<file path="src/rtl/fpu_pkg.sv">
// Shared FPU definitions: float field layout, one-hot status codes, converter states.
// Float layout is {sign, exp[5:0] biased by EXP_BIAS, mant[24:0] with hidden 1}.
package fpu_pkg;

  localparam int EXP_W    = 6;
  localparam int MANT_W   = 25;
  localparam int EXP_BIAS = 31;
  localparam int SIG_W    = MANT_W + 1;
  localparam int INT_W    = 32;

  localparam logic [3:0] ST_EXACT     = 4'b0001;
  localparam logic [3:0] ST_INEXACT   = 4'b0010;
  localparam logic [3:0] ST_OVERFLOW  = 4'b0100;
  localparam logic [3:0] ST_UNDERFLOW = 4'b1000;

  localparam logic [INT_W-1:0] INT_MAX = 32'h7FFF_FFFF;
  localparam logic [INT_W-1:0] INT_MIN = 32'h8000_0000;

  typedef enum logic [2:0] {
    S_IDLE   = 3'd0,
    S_UNPACK = 3'd1,
    S_SHIFT  = 3'd2,
    S_PACK   = 3'd3,
    S_DONE   = 3'd4
  } fp2i_state_t;

  typedef enum logic [2:0] {
    FC_ZERO  = 3'd0,
    FC_SMALL = 3'd1,
    FC_RIGHT = 3'd2,
    FC_LEFT  = 3'd3,
    FC_BIG   = 3'd4
  } fp_class_t;

  function automatic logic [INT_W-1:0] sat_value(input logic sign);
    return sign ? INT_MIN : INT_MAX;
  endfunction

endpackage

</file>
<file path="src/rtl/fp_unpack.sv">
// Combinational split of an FPU float into sign/significand and a shift plan
// (class, shift amount, direction) for alignment onto an integer binary point.
module fp_unpack
  import fpu_pkg::*;
(
  input  logic [INT_W-1:0] fp_i,
  output logic             sign_o,
  output logic [SIG_W-1:0] sig_o,
  output fp_class_t        cls_o,
  output logic [4:0]       shamt_o,
  output logic             shift_left_o,
  output logic             min_neg_o
);

  localparam logic signed [6:0] E_MIN_R = -7'sd1;
  localparam logic signed [6:0] E_MAX_R = 7'sd25;
  localparam logic signed [6:0] E_MAX_L = 7'sd30;
  localparam logic signed [6:0] E_INT_MIN = 7'sd31;

  logic [EXP_W-1:0]  exp_s;
  logic [MANT_W-1:0] mant_s;
  logic signed [6:0] e_s;

  assign sign_o    = fp_i[INT_W-1];
  assign exp_s     = fp_i[INT_W-2 -: EXP_W];
  assign mant_s    = fp_i[MANT_W-1:0];
  assign sig_o     = {1'b1, mant_s};
  assign e_s       = signed'({1'b0, exp_s} - 7'(EXP_BIAS));
  // -2^31 is the only E>=31 value that still fits the integer range
  assign min_neg_o = sign_o && (e_s == E_INT_MIN) && (mant_s == '0);

  // Classify the unbiased exponent; shift amounts use 5-bit wraparound arithmetic.
  always_comb begin
    cls_o        = FC_ZERO;
    shamt_o      = 5'd0;
    shift_left_o = 1'b0;
    if ((exp_s == '0) && (mant_s == '0)) begin
      cls_o = FC_ZERO;
    end else if (e_s < E_MIN_R) begin
      cls_o = FC_SMALL;
    end else if (e_s <= E_MAX_R) begin
      cls_o   = FC_RIGHT;
      shamt_o = 5'd25 - e_s[4:0];
    end else if (e_s <= E_MAX_L) begin
      cls_o        = FC_LEFT;
      shamt_o      = e_s[4:0] - 5'd25;
      shift_left_o = 1'b1;
    end else begin
      cls_o = FC_BIG;
    end
  end

endmodule

</file>
<file path="src/rtl/fp_to_int.sv">
// Sequential float-to-int32 converter, one shift per clock, start/busy/done handshake.
// Build option: define FP2INT_ROUND_NEAREST_EN for round-to-nearest-even (default truncates).
module fp_to_int
  import fpu_pkg::*;
(
  input  logic             clock100KHz,
  input  logic             reset,
  input  logic             start,
  input  logic [INT_W-1:0] fp_in,
  output logic [INT_W-1:0] int_out,
  output logic [3:0]       status_out,
  output logic             busy,
  output logic             done
);

  fp2i_state_t      state_q;
  logic [INT_W-1:0] fp_q;
  logic [INT_W-1:0] acc_q;
  logic [INT_W-1:0] int_out_q;
  logic [3:0]       status_q;
  logic [4:0]       cnt_q;
  logic             guard_q;
  logic             sticky_q;
  logic             busy_q;
  logic             done_q;

  logic [INT_W-1:0] mag_d;
  logic [INT_W-1:0] res_d;
  logic [3:0]       status_d;

  logic             sign_s;
  logic [SIG_W-1:0] sig_s;
  fp_class_t        cls_s;
  logic [4:0]       shamt_s;
  logic             shift_left_s;
  logic             min_neg_s;

  // fp_q is stable from UNPACK through DONE, so the plan stays valid for PACK too
  fp_unpack u_unpack (
    .fp_i         (fp_q),
    .sign_o       (sign_s),
    .sig_o        (sig_s),
    .cls_o        (cls_s),
    .shamt_o      (shamt_s),
    .shift_left_o (shift_left_s),
    .min_neg_o    (min_neg_s)
  );

  // Final magnitude, sign application and status priority for the PACK state.
  always_comb begin
    mag_d = acc_q;
`ifdef FP2INT_ROUND_NEAREST_EN
    if (guard_q && (sticky_q || acc_q[0])) begin
      mag_d = acc_q + 32'd1;
    end else begin
      mag_d = acc_q;
    end
`endif
    res_d    = '0;
    status_d = ST_EXACT;
    case (cls_s)
      FC_ZERO: begin
        res_d    = '0;
        status_d = ST_EXACT;
      end
      FC_BIG: begin
        if (min_neg_s) begin
          res_d    = INT_MIN;
          status_d = ST_EXACT;
        end else begin
          res_d    = sat_value(sign_s);
          status_d = ST_OVERFLOW;
        end
      end
      FC_SMALL, FC_RIGHT, FC_LEFT: begin
        if (!sign_s && mag_d[INT_W-1]) begin
          res_d    = INT_MAX;
          status_d = ST_OVERFLOW;
        end else if (mag_d == '0) begin
          res_d    = '0;
          status_d = ST_UNDERFLOW;
        end else begin
          res_d    = sign_s ? (32'd0 - mag_d) : mag_d;
          status_d = (guard_q || sticky_q) ? ST_INEXACT : ST_EXACT;
        end
      end
      default: begin
        res_d    = '0;
        status_d = ST_EXACT;
      end
    endcase
  end

  // Conversion FSM with registered handshake and result outputs.
  always_ff @(posedge clock100KHz or negedge reset) begin
    if (!reset) begin
      state_q   <= S_IDLE;
      fp_q      <= '0;
      acc_q     <= '0;
      cnt_q     <= 5'd0;
      guard_q   <= 1'b0;
      sticky_q  <= 1'b0;
      int_out_q <= '0;
      status_q  <= ST_EXACT;
      busy_q    <= 1'b0;
      done_q    <= 1'b0;
    end else begin
      case (state_q)
        S_IDLE: begin
          done_q <= 1'b0;
          if (start) begin
            fp_q    <= fp_in;
            busy_q  <= 1'b1;
            state_q <= S_UNPACK;
          end else begin
            busy_q  <= 1'b0;
            state_q <= S_IDLE;
          end
        end
        S_UNPACK: begin
          guard_q <= 1'b0;
          cnt_q   <= shamt_s;
          case (cls_s)
            FC_RIGHT, FC_LEFT: begin
              acc_q    <= {{(INT_W-SIG_W){1'b0}}, sig_s};
              sticky_q <= 1'b0;
            end
            FC_SMALL: begin
              acc_q    <= '0;
              sticky_q <= 1'b1;
            end
            default: begin
              acc_q    <= '0;
              sticky_q <= 1'b0;
            end
          endcase
          state_q <= (shamt_s == 5'd0) ? S_PACK : S_SHIFT;
        end
        S_SHIFT: begin
          if (shift_left_s) begin
            acc_q <= {acc_q[INT_W-2:0], 1'b0};
          end else begin
            acc_q    <= {1'b0, acc_q[INT_W-1:1]};
            guard_q  <= acc_q[0];
            sticky_q <= sticky_q | guard_q;
          end
          cnt_q   <= cnt_q - 5'd1;
          state_q <= (cnt_q <= 5'd1) ? S_PACK : S_SHIFT;
        end
        S_PACK: begin
          int_out_q <= res_d;
          status_q  <= status_d;
          done_q    <= 1'b1;
          state_q   <= S_DONE;
        end
        S_DONE: begin
          done_q  <= 1'b0;
          busy_q  <= 1'b0;
          state_q <= S_IDLE;
        end
        default: begin
          done_q  <= 1'b0;
          busy_q  <= 1'b0;
          state_q <= S_IDLE;
        end
      endcase
    end
  end

  assign int_out    = int_out_q;
  assign status_out = status_q;
  assign busy       = busy_q;
  assign done       = done_q;

endmodule

</file>
<file path="config.mk">
export PLATFORM = sky130hd
export DESIGN_NAME = fp_to_int
export DESIGN_NICKNAME = d
export VERILOG_FILES = /design/src/rtl/fpu_pkg.sv /design/src/rtl/fp_unpack.sv /design/src/rtl/fp_to_int.sv
export SDC_FILE = /design/constraint.sdc
export NUM_CORES = 1
export LEC_CHECK = 0
export ABC_AREA = 1
export BUFFER_PORTS_ARGS = -buffer_cell sky130_fd_sc_hd__buf_2
export CAP_MARGIN = 20
export CORE_MARGIN = 1.5
export CORE_UTILIZATION = 64
export DETAILED_ROUTE_END_ITERATION = 8
export GPL_TIMING_DRIVEN = 0
export PLACE_DENSITY = 0.86
export SYNTH_ARGS = -nofsm -noshare
export SYNTH_HDL_FRONTEND = slang
export SYNTH_SLANG_ARGS = --single-unit
</file>
<file path="constraint.sdc">
create_clock -name clock100KHz -period 4.75 [get_ports clock100KHz]
set_clock_uncertainty 0.15 [all_clocks]
set_input_delay 0.475 -clock clock100KHz [delete_from_list [all_inputs] [get_ports clock100KHz]]
set_output_delay 0.475 -clock clock100KHz [all_outputs]
set_load 0.02 [all_outputs]
</file>
==> flow_metrics.tcl, run 1 <==
set metrics [dict create \
    dr.pass1.iters 8 \
    ys_seq_elements 112 \
    avgSynthCellArea_um2 6.73 \
    track_usage 0.326 \
    crit_path_top_delay_cell "dfrtp_1" \
    cts_buffer_depth 2 \
    antenna_cells 0 \
    ant_nets 0 \
    arrival_ns 3.02 \
    status "complete, no violations" \
    io_pins 73 \
    vias 6886 \
    hold_slack_ns 0.125 \
    powerDensity_nw_per_um2 740 \
    grt_max_degree 71 \
    clock_tree.root_cell "clkbuf_8" \
    place_congestion 0.981 \
    syn_nets 1089 \
    vias_per_cell 5.41 \
    initial_core_util 0.653 \
    fmax_mhz 345 \
    htree_levels 3 \
    synth_top_area_frac 0.396 \
    setup_viol 0 \
    switching_share 0.528 \
    worstSkewPairLatency_ns 0.38 \
    cts_resized 0 \
    finalSetupTns_ns 0 \
    layout_commonest_cell "nand2_1" \
    cts_tree "yes" \
    rows 38 \
    clkPwrFrac 0.094 \
    hold_class "primary input to flop" \
    cts_sinks 112 \
    share_comb_of_total_power 0.618 \
    final_cell_mix "nand2_1, dfrtp_1, buf_2" \
    nets 1174 \
    post_cts_buffers 0 \
    place_ws_ns 1.89 \
    p_int_w 0.00272 \
    yosys_warnings 0 \
    final_util 0.724 \
    dp_hpwl_um 13900 \
    grt_pass1_vias 6150 \
    drc 0 \
    routedWlPerCell_um 14.1 \
    worst-endpoint-required_ns 4.87 \
    tightest_slew_ns 0.646 \
    drive_gt1_frac 0.120 \
    synthToLayoutAreaGrowth_pct 10.8 \
    cp-end-kind "flop" \
    dieArea_um2 11600 \
    worstPathBufferInverterCount 5 \
    portBuffers 72 \
    netlist_area_um2 7020 \
    die_h_um 108 \
    hold_buffers 1 \
    grt_overflow 0 \
    cpPeakStageDelay_ns 0.39 \
    critPathMostFrequentCell "nand2_1" \
    final-hold-violation-count 0 \
    drtIter0Drc 500 \
    irDropWorstVdd_mv 0.364 \
    antenna_found_initial 0 \
    final_period_minus_worst_setup_slack_ns 2.90 \
    critical_path_class "flop to flop" \
    ys_types 40 \
    slew_headroom 0.566 \
    die_w_um 108 \
    numCtsBuffers 9 \
    fin_ws_ns 1.85 \
    cp_max_fo 10 \
    p_sw_w 0.00304 \
    path_cells "buf_4 > inv_1 > ha_1 > inv_1 > ha_1 > nand2_1 > nand2_1 > nand3_1 > nand2_2 > inv_2 > nor2_8 > nand2_8 > nand2_2 > clkbuf_2 > o21ai_0 > nand2_1 > nand2_1" \
    synthCells 1043 \
    core_um2 10700 \
    grt_pass1_wl_um 29800 \
    fin_crit_sh 0.611 \
    clk_transition_reported_paths_ns 0.10 \
    drt-total-wl_um 17900 \
    seqPwrFrac 0.287 \
    slew_viol_final 0 \
    power_leakage_nw 4.39 \
    max_cap_viol_count 0 \
    ys_top_cells_by_area "dfrtp_1, nand2_1, nand3_1, o21ai_0, nor2_1" \
    yosysSeqAreaShare 0.399 \
    power_w 0.00576 \
    crit_family "simple AND/OR/NAND/NOR gates" \
    yosysTopAreaCell "dfrtp_1" \
    cp-start-kind "flop" \
    rsz0062_at_grt "false" \
]
==> through the flow <==
stage,instance area [um2],std cells
floorplan,7020,1043
global placement,7560,1255
detailed placement,7590,1256
CTS,7780,1273
global route,7780,1273
finish,7780,1273
==> cell families after synthesis <==
group / synth area share
fa+ha+maj: 0.0196
buf+inv: 0.0729
compound gates: 0.0748
flops: 0.399
simple gates: 0.403
xor+xnor: 0.0299
==> flip-flops by register name, indices dropped and copies added (netlist names) <==
register    flops
acc_q          32
busy            1
cnt_q           5
done            1
fp_q           32
guard_q         1
int_out        32
state_q         3
status_out      4
sticky_q        1
==> worst paths after layout <==
kind	end	cells after the start	from	slack, ns
setup / recovery	int_out[12]	17	fp_q[25]	1.85
hold / removal	fp_q[8]	3	fp_in[8]	0.12
setup reg to reg	int_out[12]	17	fp_q[25]	1.85
hold reg to reg	status_out[0]	2	status_out[0]	0.33
max in group asynchronous	acc_q[14]	3	reset	3.26
min in group asynchronous	int_out[0]	2	reset	0.45
==> final cells by class <==
class	instances	area, um2
clock inverter	5	41.3
multi-input combinational	810	3710
fill	938	2970
tap	140	175
sequential	112	2800
clock buffer	11	141
timing repair buffer	74	400
inverter	77	289
buffer	44	223
==> cells in the mapped netlist (all sizes together) <==
library cell / instances
dfstp: 1
nor3: 8
clkinv: 2
o21ai: 64
nand4: 13
dfrtp: 111
nand3: 76
xnor2: 2
nor4: 1
a31oi: 2
o22ai: 2
o31ai: 3
or2: 1
nand2: 495
clkbuf: 29
buf: 15
xor2: 22
ha: 11
nor2: 79
nand3b: 3
inv: 75
o32ai: 1
nor3b: 1
a21oi: 23
o211ai: 3
==> worst register-to-register path, delay by kind of cell (launching register included) <==
family / cells / cell delay [ns]
simple gates: 9 / 0.84
flops: 1 / 0.39
compound gates: 1 / 0.12
buf+inv: 5 / 0.74
fa+ha+maj: 2 / 0.54
==> power groups by stage <==
stage / clock network, W / logic, W / registers, W
finish: 0.000543 / 0.00356 / 0.00165
global route: 0.000587 / 0.00401 / 0.00170
CTS: 0.000547 / 0.00352 / 0.00164
detailed placement: 0 / 0.00349 / 0.00166
global placement: 0 / 0.00343 / 0.00165
floorplan: 0 / 0.00247 / 0.00176
==> per-layer routing <==
layer  up-vias  share of wire  track usage
met5         -              0            0
met4         0          0.039        0.135
met3        44          0.070       0.0448
met2       276           0.45        0.511
met1      3124           0.44        0.457
li1       3442              -            -
Note: power is estimated with default switching activity, not from simulation.
==> run 2, diff against run 1 <==
--- a/config.mk
+++ b/config.mk
@@ -5,14 +5,14 @@
 export SDC_FILE = /design/constraint.sdc
 export NUM_CORES = 1
 export LEC_CHECK = 0
-export ABC_AREA = 1
+export ABC_AREA = 0
 export BUFFER_PORTS_ARGS = -buffer_cell sky130_fd_sc_hd__buf_2
 export CAP_MARGIN = 20
 export CORE_MARGIN = 1.5
-export CORE_UTILIZATION = 64
+export CORE_UTILIZATION = 53
 export DETAILED_ROUTE_END_ITERATION = 8
 export GPL_TIMING_DRIVEN = 0
-export PLACE_DENSITY = 0.86
+export PLACE_DENSITY = 0.77
 export SYNTH_ARGS = -nofsm -noshare
 export SYNTH_HDL_FRONTEND = slang
 export SYNTH_SLANG_ARGS = --single-unit
==> constraint.sdc (replaced) <==
create_clock -name clock100KHz -period 2.6 [get_ports clock100KHz]
set_clock_uncertainty 0.15 [all_clocks]
set_input_delay 0.26 -clock clock100KHz [delete_from_list [all_inputs] [get_ports clock100KHz]]
set_output_delay 0.26 -clock clock100KHz [all_outputs]
set_load 0.02 [all_outputs]
==> run 2 against run 1 <==
  * The run now ends with negative setup slack left
  * Hold slack worse by 0.12 ns
  * Flip-flop and latch count stayed put
  * Sequential power is 100% higher
  * Wire length is 2.3% higher
  * Critical path depth is 10 lower
  * Die area is 3.6% higher
  * Cell count is 29% lower
  * Design area is 6.4% higher
  * Sequential share of layout area is 2.1 points lower
  * Via count is 17% lower
  * Critical path type unchanged
  * Largest cell class unchanged
==> flow_metrics.tcl, run 2 <==
set metrics [dict create \
    grt_pass1_vias 5455 \
    drtIter0Drc 530 \
    multiInputGateArea_um2 3410 \
    max_cap_viol_count 0 \
    finalSetupTns_ns -24.41 \
    irDropWorstVdd_mv 0.868 \
    slew_viol_final 0 \
    n_fill_cell 686 \
    syn_nets 645 \
    die_h_um 110 \
    synthArstFlopShare 1.00 \
    critical_path_class "flop to flop" \
    ys_types 55 \
    antenna_found_initial 0 \
    hold_start "fp_in[17]" \
    netlist_area_um2 6030 \
    ys_top_cells_by_area "dfrtp_1, mux2_2, mux2i_1, xor2_1, o21ai_0" \
    yosysSeqAreaShare 0.465 \
    final_period_minus_worst_setup_slack_ns 3.12 \
    seq_area_um2 2810 \
    vias 5712 \
    synth.most_common_cell "dfrtp_1" \
    layout_commonest_cell "dfrtp_1" \
    synthToLayoutAreaGrowth_pct 37.3 \
    cts_tree "yes" \
    r2r_start "acc_q[9]" \
    io_pins 73 \
    fin_crit_sh 1.20 \
    drc 0 \
    core_um2 11000 \
    final_cell_mix "dfrtp_1, buf_2, nand2_1" \
    rows 38 \
    setup_viol 73 \
    nets 808 \
    cp_max_fo 6 \
    yosys_warnings 0 \
    synthCells 599 \
    drive_gt1_frac 0.356 \
    status "finished, violations left" \
    synthTopCellsByCount "dfrtp_1, nand2_1, o21ai_0" \
    rsz0062_at_grt "true" \
    cts_sinks 112 \
    power_leakage_nw 3.58 \
    tightest_slew_ns 0.764 \
    slew_headroom 0.491 \
    final_util 0.753 \
    drt-total-wl_um 18300 \
    cts_buffer_depth 2 \
    antenna_cells 0 \
    grt_pass1_wl_um 27500 \
    portBuffers 72 \
    clock_tree.root_cell "clkbuf_16" \
    ys_seq_elements 112 \
    cp-start-kind "flop" \
    fmax_mhz 321 \
    synthFlopType "dfrtp_1" \
    worst-endpoint-required_ns 2.68 \
    violations "negative setup slack" \
    worstSkewPairLatency_ns 0.37 \
    final-hold-violation-count 0 \
    cp-end-kind "flop" \
    routedWlPerCell_um 20.2 \
    initial_core_util 0.549 \
    grt_max_degree 75 \
    dp_hpwl_um 11000 \
    hold_class "primary input to flop" \
    vias_per_cell 6.30 \
    die_w_um 110 \
    powerDensity_nw_per_um2 1440 \
    track_usage 0.298 \
    numCtsBuffers 9 \
    synth_edf_count 0 \
    dieArea_um2 12000 \
    synth_top_area_frac 0.461 \
    place_congestion 0.879 \
    yosysTopAreaCell "dfrtp_1" \
    clk_transition_reported_paths_ns 0.08 \
    fin_ws_ns -0.516 \
    ant_nets 0 \
    dr.pass1.iters 5 \
    arrival_ns 3.20 \
    avgSynthCellArea_um2 10.1 \
    htree_levels 3 \
    startpoint "acc_q[9]" \
    grt_overflow 0 \
]
run 2: cell count changes after synthesis, sizes merged, moves of 9 or more:
cell    change
nand3      -67
o31ai      +14
inv        -62
nand4      -11
nand2     -425
xor2        +9
a21oi      -11
nor2       -58
o211ai     +30
mux2       +29
a22oi      +25
mux2i      +30
run 2: worst paths after layout:
kind | slack (ns) | cells past startpoint | to
setup / recovery | -0.52 | 7 | int_out[9]
hold / removal | 0.004 | 2 | fp_q[17]
setup reg to reg | -0.52 | 7 | int_out[9]
hold reg to reg | 0.32 | 2 | status_out[0]
max in group asynchronous | 1.27 | 3 | fp_q[25]
min in group asynchronous | 0.26 | 2 | done
run 2: cell families (layout without fill, tap and decap cells):
group	Yosys count	count (layout)	synth area share
compound gates	174	174	0.193
xor+xnor	35	35	0.0509
fa+ha+maj	12	12	0.0245
buf+inv	57	225	0.0401
flops	112	112	0.465
mux	59	59	0.104
simple gates	150	150	0.122
run 2: metrics by stage:
stage	cells	total power [W]	cell area (um2)	hold slack, ns	setup slack [ns]
3_5_place_dp	812	0.00829	6740	0.119	-0.725
2_1_floorplan	599	0.00690	6170	-0.186	-0.468
4_1_cts	892	0.0110	8020	0.00860	-0.516
3_3_place_gp	811	0.00807	6710	0.309	-0.640
6_report	907	0.0119	8280	0.00436	-0.516
5_1_grt	907	0.0125	8280	0.00881	-0.577
run 2: area by class of cell:
| type | instances | area share |
|---|---|---|
| tap | 140 | 0.0212 |
| buffer | 37 | 0.0290 |
| sequential | 112 | 0.340 |
| inverter | 13 | 0.00680 |
| timing repair buffer | 159 | 0.155 |
| clock inverter | 7 | 0.00937 |
| multi-input combinational | 430 | 0.412 |
| clock buffer | 9 | 0.0272 |
run 2: critical path, stage by stage (launching register included):
cell and delay, ns:
dfrtp_2 0.41, or4_4 0.54, or4b_4 0.51, or4_4 0.52, or4_4 0.46, nand3_4 0.13
buf_4 0.17, o211ai_1 0.09
run 2: power by group:
part           leakage [nW]  internal, W  total, W  switching (W)
logic                  2.02      0.00332   0.00715        0.00383
registers              1.40      0.00249   0.00334       0.000852
clock network         0.152     0.000758   0.00144       0.000686
run 2: what timing repair did:
action,in CTS,in global routing
endpoints found under the setup margin,99,78
hold buffers,33,0
gates resized for setup,95,48
hold endpoints to repair,69,0
gates cloned,4,2
pin swaps,21,24
setup buffers,33,18
run 2: metal layers:
metal | vias up | global-route usage | wire, um
li1 | 2531 | - | -
met1 | 2796 | 0.391 | 7580
met2 | 315 | 0.482 | 8800
met3 | 70 | 0.0510 | 1290
met4 | 0 | 0.137 | 673
met5 | - | 0 | 0
